## src/rtl/rsh_iter_if.sv

```systemverilog
// rsh_iter_if: operand/result handshake bundle for the iterative right shifter
interface rsh_iter_if #(parameter int N = 4);
  logic           in_valid;
  logic           in_ready;
  logic [2**N-1:0] in_data;
  logic [N-1:0]   in_amt;
  logic           in_arith;
  logic           out_valid;
  logic           out_ready;
  logic [2**N-1:0] out_data;
  logic           busy;
  modport master (output in_valid, in_data, in_amt, in_arith, out_ready,
                  input  in_ready, out_valid, out_data, busy);
  modport slave  (input  in_valid, in_data, in_amt, in_arith, out_ready,
                  output in_ready, out_valid, out_data, busy);
endinterface

```

## src/rtl/rsh_iter.sv

```systemverilog
// rsh_iter: handshaked right shifter, one bit per clock, logical or arithmetic
module rsh_iter #(parameter int N = 4) (
  input logic      clk,
  input logic      rst,
  rsh_iter_if.slave s
);
  localparam int W = 2**N;
  typedef enum logic [1:0] {IDLE, SHIFT, DONE} state_t;
  state_t         state_q, state_d;
  logic [W-1:0]   work_q, work_d;
  logic [N-1:0]   cnt_q, cnt_d;
  logic           mode_q, mode_d;
  always_ff @(posedge clk or posedge rst)
    if (rst) begin
      state_q <= IDLE;
      work_q  <= '0;
      cnt_q   <= '0;
      mode_q  <= 1'b0;
    end else begin
      state_q <= state_d;
      work_q  <= work_d;
      cnt_q   <= cnt_d;
      mode_q  <= mode_d;
    end
  always_comb begin
    state_d = state_q;
    work_d  = work_q;
    cnt_d   = cnt_q;
    mode_d  = mode_q;
    case (state_q)
      IDLE:
        if (s.in_valid) begin
          state_d = SHIFT;
          work_d  = s.in_data;
          cnt_d   = s.in_amt;
          mode_d  = s.in_arith;
        end
      SHIFT:
        if (cnt_q == '0) state_d = DONE;
        else begin
          // fill replicates the sign bit only in arithmetic mode
          work_d = {mode_q & work_q[W-1], work_q[W-1:1]};
          cnt_d  = cnt_q - 1'b1;
        end
      DONE:
        if (s.out_ready) state_d = IDLE;
      default: state_d = IDLE;
    endcase
  end
  assign s.in_ready  = state_q == IDLE;
  assign s.out_valid = state_q == DONE;
  assign s.busy      = state_q != IDLE;
  assign s.out_data  = work_q;
endmodule

```

## src/flat_wrapper.sv

```systemverilog
// flat-port wrapper written by rule: the top's interface ports become plain ports
module rsh_iter_flat 
#(parameter int N = 4)
  (clk, rst, s_in_valid, s_in_data, s_in_amt, s_in_arith, s_out_ready, s_in_ready, s_out_valid, s_out_data, s_busy);
  rsh_iter_if #(.N(N)) s_i ();
  input logic clk;
  input logic rst;
  input wire logic [$bits(s_i.in_valid)-1:0] s_in_valid;
  input wire logic [$bits(s_i.in_data)-1:0] s_in_data;
  input wire logic [$bits(s_i.in_amt)-1:0] s_in_amt;
  input wire logic [$bits(s_i.in_arith)-1:0] s_in_arith;
  input wire logic [$bits(s_i.out_ready)-1:0] s_out_ready;
  output wire logic [$bits(s_i.in_ready)-1:0] s_in_ready;
  output wire logic [$bits(s_i.out_valid)-1:0] s_out_valid;
  output wire logic [$bits(s_i.out_data)-1:0] s_out_data;
  output wire logic [$bits(s_i.busy)-1:0] s_busy;
  assign s_i.in_valid = s_in_valid;
  assign s_i.in_data = s_in_data;
  assign s_i.in_amt = s_in_amt;
  assign s_i.in_arith = s_in_arith;
  assign s_i.out_ready = s_out_ready;
  assign s_in_ready = s_i.in_ready;
  assign s_out_valid = s_i.out_valid;
  assign s_out_data = s_i.out_data;
  assign s_busy = s_i.busy;
  rsh_iter #(.N(N)) u_core (.clk(clk), .rst(rst), .s(s_i));
endmodule
```

## config.mk

```make
export PLATFORM = sky130hd
export DESIGN_NAME = rsh_iter_flat
export DESIGN_NICKNAME = d
export VERILOG_FILES = /design/src/rtl/rsh_iter_if.sv /design/src/rtl/rsh_iter.sv /design/src/flat_wrapper.sv
export SDC_FILE = /design/constraint.sdc
export NUM_CORES = 1
export LEC_CHECK = 0
export BUFFER_PORTS_ARGS = -buffer_cell sky130_fd_sc_hd__buf_2
export CORE_MARGIN = 2
export CORE_UTILIZATION = 50
export DETAILED_ROUTE_END_ITERATION = 6
export GPL_TIMING_DRIVEN = 0
export PLACE_DENSITY = 0.8
export SYNTH_ARGS = -nofsm -noshare
export SYNTH_HDL_FRONTEND = slang
export SYNTH_SLANG_ARGS = --single-unit
```

## constraint.sdc

```tcl
create_clock -name clk -period 2.35 [get_ports clk]
set_clock_uncertainty 0.1 [all_clocks]
set_input_delay 0.1175 -clock clk [delete_from_list [all_inputs] [get_ports clk]]
set_output_delay 0.1175 -clock clk [all_outputs]
set_load 0.05 [all_outputs]
```

==> results of run 1 <==
## report_power, final
part / switching, W / total (W) / internal, W
logic: 0.00105 / 0.00160 / 0.000556
clock network: 0.000117 / 0.000180 / 0.0000635
registers: 0.000153 / 0.000749 / 0.000596
total: 0.00132 / 0.00253 / 0.00121
## stage by stage
stage	instance area (sq um)	util	setup WS, ns
final	1720	0.712	0.664
after detailed placement	1490	0.618	0.693
after CTS	1720	0.712	0.665
after global routing	1720	0.712	0.577
after floorplan	1240	-	0.412
after global placement	1490	0.618	0.717
## state kept, by name (all words and copies together) (netlist names)
| register | flops |
|---|---|
| u_core.s.out_data | 16 |
| u_core.mode_q | 1 |
| u_core.state_q | 2 |
| u_core.cnt_q | 4 |
## cell type report
| class | instances | area [sq um] | share of cell area |
|---|---|---|---|
| multi-input cells | 92 | 552 | 0.321 |
| well taps | 30 | 37.5 | 0.0219 |
| clock inverters | 1 | 5.00 | 0.00292 |
| plain buffers | 11 | 90.1 | 0.0525 |
| clock buffers | 3 | 22.5 | 0.0131 |
| repair buffers | 63 | 415 | 0.242 |
| inverters | 5 | 18.8 | 0.0109 |
| flip-flops and latches | 23 | 576 | 0.335 |
## Yosys cell counts (2+ instances only)
library cell and count:
nor2_1 2, dfrtp_1 23, a31oi_1 16, a21oi_1 17, a32o_1 2, buf_2 3
inv_1 5, buf_4 4, buf_6 4, nand2_1 31, mux2i_1 2
## critical path, delay by kind of cell, from the launching register on
family | cells | cell delay, ns
buffers and inverters | 2 | 0.24
adders and majority gates | 1 | 0.26
and+or+nand+nor | 2 | 0.36
DFF | 1 | 0.39
AOI/OAI and AO/OA | 1 | 0.24
## metal layers
layer	wire, microns	global-route usage	up-vias	part of all wire
li1	-	-	600	-
met3	143	0.0361	4	0.045
met2	1660	0.415	43	0.52
met5	0	0	-	0
met1	1380	0.303	579	0.43
met4	16	0.103	0	0.0050
## cell families after synthesis
kind of cell | count (synthesis) | synth area share
and+or+nand+nor | 44 | 0.177
AOI/OAI and AO/OA | 44 | 0.234
muxes | 3 | 0.0253
adders and majority gates | 1 | 0.0101
buffers and inverters | 16 | 0.0881
DFF | 23 | 0.466
## worst max-delay path by stage
| stage | slack (ns) | to | startpoint |
|---|---|---|---|
| 5_1_grt | 0.58 | u_core.s.out_data[15]$_DFFE_PP0P_ | u_core.cnt_q[0]$_DFFE_PP0P_ |
| 3_3_place_gp | 0.72 | u_core.s.out_data[15]$_DFFE_PP0P_ | u_core.cnt_q[0]$_DFFE_PP0P_ |
| 4_1_cts | 0.67 | u_core.s.out_data[15]$_DFFE_PP0P_ | u_core.cnt_q[0]$_DFFE_PP0P_ |
| 6_report | 0.66 | u_core.s.out_data[15]$_DFFE_PP0P_ | u_core.cnt_q[0]$_DFFE_PP0P_ |
| 3_5_place_dp | 0.69 | u_core.s.out_data[15]$_DFFE_PP0P_ | u_core.cnt_q[0]$_DFFE_PP0P_ |
| 2_1_floorplan | 0.41 | s_busy | u_core.state_q[0]$_DFFE_PP0P_ |
==> impl_metrics.csv, run 1 <==
group,metric,value,unit
yosys,synth_cell_types,33,
cts,htree_levels,1,
sta,max_freq,593,MHz
drt,num_vias,1226,
worst_hold_path,worst_hold_path.endpoint,"u_core.cnt_q[3]$_DFFE_PP0P_",
cells_and_area,num_antenna_cells,0,
sta,final_hold_viol_count,0,
global_routing,grt_pass1_wl,5040,microns
drt,wl_per_cell,14.0,microns
drt,final_antenna_net_count,0,
cells_and_area,nFillCells,181,
critical_path,reg2reg_slack,0.66,ns
yosys,synth_seq_cells,23,
floorplan,start_util,0.513,
cts,clk_latency,0.31,ns
cts,cts_resized,0,
yosys,netlist.area_leader.share,0.466,
cts,clkTransAtPathRegs,0.12,ns
cells_and_area,drive_gt1_frac,0.333,
sta,setup_viol,0,
floorplan,die_h,53.7,microns
power,power,0.00253,W
floorplan,std_cell_rows,18,
cells_and_area,final_nets,225,
floorplan,ios,44,
yosys,yosysSeqAreaShare,0.466,
sta,relSlewSlack,0.435,
cts,post-cts-setup-buffers,0,
placement,placed_cells,204,
critical_path,r2r_start,"u_core.cnt_q[0]$_DFFE_PP0P_",
critical_path,timing.rr.end,"u_core.s.out_data[15]$_DFFE_PP0P_",
sta,period_needed,1.69,ns
cells_and_area,instances_no_fill,228,
drt,vias_per_cell,5.38,
placement,port_buffers,43,
sta,rsz0062_at_grt,"false",
cells_and_area,area_growth,38.9,%
floorplan,core-area,2410,sq um
cells_and_area,final_common_cell,"buf_2",
sta,tns,0,ns
drt,drc,0,
cells_and_area,most-common-layout-cells,"buf_2 (46), nand2_1 (31), dfrtp_1 (23)",
cts,cts_tree,"done",
global_routing,grt_max_degree,24,
floorplan,design.die.area,2890,sq um
critical_path,cp.required,2.46,ns
cts,cts_root_buf,"clkbuf_4",
sta,finalMaxSlewViolations,0,
critical_path,crit_path_top_delay_cell,"dfrtp_1",
critical_path,arrival,1.79,ns
worst_hold_path,hold_class,"primary input to register",
power,powerDensity,1470,nW/um^2
yosys,synth.area.top_cells,"dfrtp_1 (47%), nand2_1 (9.4%), a31oi_1 (8.1%)",
global_routing,globalRouteTotalUtil,0.242,
sta,tightest_slew,0.846,ns
yosys,syn_area,1240,sq um
status,status,"finished, final reports clean",
worst_hold_path,whs_path_depth,3,
drt,routed_wl,3200,microns
cts,clock_path_buffers,2,
placement,dp_hpwl,2130,microns
drt,drt_iter0_markers,18,
critical_path,r2r_cells,6,
yosys,synth-async-reset-ratio,1.00,
cts,numCtsBuffers,3,
yosys,synth_top_flop_cell,"dfrtp_1",
power,p_leak,0.834,nW
run,drv_cap,0,
sta,hold_slack,0.0478,ns
yosys,synth_edf_count,0,
critical_path,crit_type,"register to register",
yosys,yosys_warnings,0,
critical_path,endpoint_kind,"register",
sta,finalCritPeriodShare,0.717,
critical_path,path_cells,"inv_1 -> ha_1 -> and4bb_4 -> nor2_2 -> buf_6 -> a32o_1",
placement,place_congestion,0.809,
power,peakVddDrop,0.000998,V
global_routing,grt_pass1_vias,1137,
cts,clkSinkCount,23,
floorplan,die_w,53.7,microns
global_routing,globalRoute.totalOverflow,0,
yosys,syn_area_per_cell,9.44,sq um
yosys,syn-instance-count,131,
drt,dr.pass1.iters,4,
cts,hold_buffers,20,
critical_path,worstSetupStartpointType,"register",
worst_hold_path,hp-start,"s_in_amt[3]",
yosys,yosys.area.top_type,"dfrtp_1",
critical_path,critPathMaxFanout,10,
global_routing,antenna_found_initial,0,
critical_path,crit_path_max_incr_delay,0.39,ns
yosys,synth_fp_nets,157,
Note: power is estimated with default switching activity, not from simulation.
==> inputs of run 2 (changes only) <==
--- a/config.mk
+++ b/config.mk
@@ -7,10 +7,10 @@
 export LEC_CHECK = 0
 export BUFFER_PORTS_ARGS = -buffer_cell sky130_fd_sc_hd__buf_2
 export CORE_MARGIN = 2
-export CORE_UTILIZATION = 50
+export CORE_UTILIZATION = 48
 export DETAILED_ROUTE_END_ITERATION = 6
 export GPL_TIMING_DRIVEN = 0
-export PLACE_DENSITY = 0.8
+export PLACE_DENSITY = 0.77
 export SYNTH_ARGS = -nofsm -noshare
 export SYNTH_HDL_FRONTEND = slang
 export SYNTH_SLANG_ARGS = --single-unit
==> constraint.sdc (replaced) <==
create_clock -name clk -period 1.75 [get_ports clk]
set_clock_uncertainty 0.1 [all_clocks]
set_input_delay 0.0875 -clock clk [delete_from_list [all_inputs] [get_ports clk]]
set_output_delay 0.0875 -clock clk [all_outputs]
set_load 0.05 [all_outputs]
==> run 2 against run 1 <==
- clock power rose by 36%
- largest power group unchanged
- largest cell class unchanged
- global-route usage fell by 1.3 points
- hold slack worse by 0.033 ns
- non-clock buffer count increased by 1
- critical endpoint unchanged
- fmax grew 1.7%
- total power increased by 34%
- worst setup slack worse by 0.57 ns
==> impl_metrics.csv, run 2 (synthesis gave the netlist of run 1 again) <==
group,metric,value,unit
status,status,"finished, final reports clean",
global_routing,globalRoute.totalOverflow,0,
critical_path,reg2reg_slack,0.09,ns
cts,clock_path_buffers,2,
cts,numCtsBuffers,3,
floorplan,std_cell_rows,18,
power,powerDensity,1960,nW/um^2
sta,tns,0,ns
drt,top_layer_used,"met4",
drt,num_vias,1227,
cells_and_area,largest_reg_flops,16,
global_routing,grt_max_degree,24,
power,p_leak,0.833,nW
placement,place_congestion,0.794,
placement,dp_hpwl,2090,microns
floorplan,core-area,2450,sq um
sta,period_needed,1.66,ns
cts,cts_tree,"done",
sta,finalMaxSlewViolations,0,
global_routing,grt_pass1_wl,5000,microns
cts,htree_levels,1,
floorplan,ios,44,
sta,finalCritPeriodShare,0.948,
floorplan,start_util,0.504,
critical_path,critPathMaxFanout,10,
critical_path,arrival,1.76,ns
sta,setup_viol,0,
cells_and_area,final_nets,226,
cells_and_area,most-common-layout-cells,"buf_2 (46), nand2_1 (31), dfrtp_1 (23)",
cells_and_area,area_growth,40.0,%
drt,wl_per_cell,13.9,microns
floorplan,die_w,54.8,microns
drt,wl_met1,1390,microns
critical_path,endpoint_kind,"register",
sta,relSlewSlack,0.430,
critical_path,cp.required,1.85,ns
cells_and_area,drive_gt1_frac,0.337,
placement,port_buffers,43,
worst_hold_path,hold_class,"primary input to register",
critical_path,worstSetupStartpointType,"register",
sta,max_freq,603,MHz
sta,rsz0062_at_grt,"false",
critical_path,crit_type,"register to register",
global_routing,grt_pass1_vias,1141,
cells_and_area,final_common_cell,"buf_2",
sta,final_hold_viol_count,0,
power,peakVddDrop,0.00167,V
run,drv_cap,0,
drt,drt_iter0_markers,16,
drt,wl_met2,1640,microns
global_routing,antenna_found_initial,0,
cts,clkSinkCount,23,
power,power,0.00340,W
drt,vias_per_cell,5.36,
drt,final_antenna_net_count,0,
cts,post-cts-setup-buffers,0,
drt,dr.pass1.iters,4,
cells_and_area,num_antenna_cells,0,
floorplan,design.die.area,3000,sq um
cts,clk_latency,0.30,ns
drt,drc,0,
cts,cts_root_buf,"clkbuf_4",
drt,routed_wl,3190,microns
cts,clkTransAtPathRegs,0.12,ns
floorplan,die_h,54.8,microns
drt,wl_met3,145,microns
global_routing,globalRouteTotalUtil,0.229,
sta,tightest_slew,0.854,ns
cells_and_area,nFillCells,191,
## run 2: cell count changes in the layout (fill, tap and decap cells not counted)
cell	delta
clkbuf_1	+1
ha_1	-1
nor2_2	+1
clkinv_2	-1
ha_2	+1
dlygate4sd3_1	+1
nor2_1	-1
## run 2: worst paths after layout
kind	end	cells after the start	startpoint
setup / recovery	u_core.s.out_data[15]$_DFFE_PP0P_	6	u_core.cnt_q[0]$_DFFE_PP0P_
hold / removal	u_core.cnt_q[2]$_DFFE_PP0P_	3	s_in_amt[2]
setup reg to reg	u_core.s.out_data[15]$_DFFE_PP0P_	6	u_core.cnt_q[0]$_DFFE_PP0P_
hold reg to reg	u_core.s.out_data[15]$_DFFE_PP0P_	1	u_core.s.out_data[15]$_DFFE_PP0P_
max in group asynchronous	u_core.cnt_q[0]$_DFFE_PP0P_	3	rst
min in group asynchronous	u_core.s.out_data[15]$_DFFE_PP0P_	3	rst
## run 2: layout make-up
class	instances	area, sq um	share of cell area
sequential	23	576	0.333
multi-input combinational	92	557	0.322
timing repair buffer	64	425	0.246
buffer	11	90.1	0.0521
tap	30	37.5	0.0217
clock buffer	4	26.3	0.0152
inverter	5	18.8	0.0108
## run 2: what timing repair did
item	CTS	global route
resized for setup	0	1
hold buffers	21	0
setup endpoints to repair	0	3
hold endpoints to repair	43	0
## run 2: where the power goes
| group | switching, W | leakage (nW) | total [W] | internal [W] |
|---|---|---|---|---|
| logic | 0.00139 | 0.546 | 0.00214 | 0.000753 |
| registers | 0.000211 | 0.273 | 0.00101 | 0.000800 |
| clock network | 0.000155 | 0.0150 | 0.000244 | 0.0000888 |
## run 2: routing by layer
layer,up-vias,track usage
met2,41,0.389
met5,-,0
met4,0,0.0792
li1,597,-
met1,587,0.302
met3,2,0.0246
## run 2: critical path, stage by stage (launching register included)
cell and delay [ns]:
dfrtp_1 0.39, inv_1 0.10, ha_2 0.23, and4bb_4 0.28
nor2_2 0.06, buf_6 0.15, a32o_1 0.24
## run 2: stage by stage
stage,setup WS [ns],utilization,std cells,instance area (sq um),hold WS [ns]
2_1_floorplan,0.111,-,131,1240,-0.0106
4_1_cts,0.0606,0.704,229,1730,0.00195
3_5_place_dp,0.0941,0.608,204,1490,0.212
5_1_grt,0.0402,0.705,229,1730,0.0165
6_report,0.0916,0.705,229,1730,0.0147
3_3_place_gp,0.108,0.608,204,1490,0.216
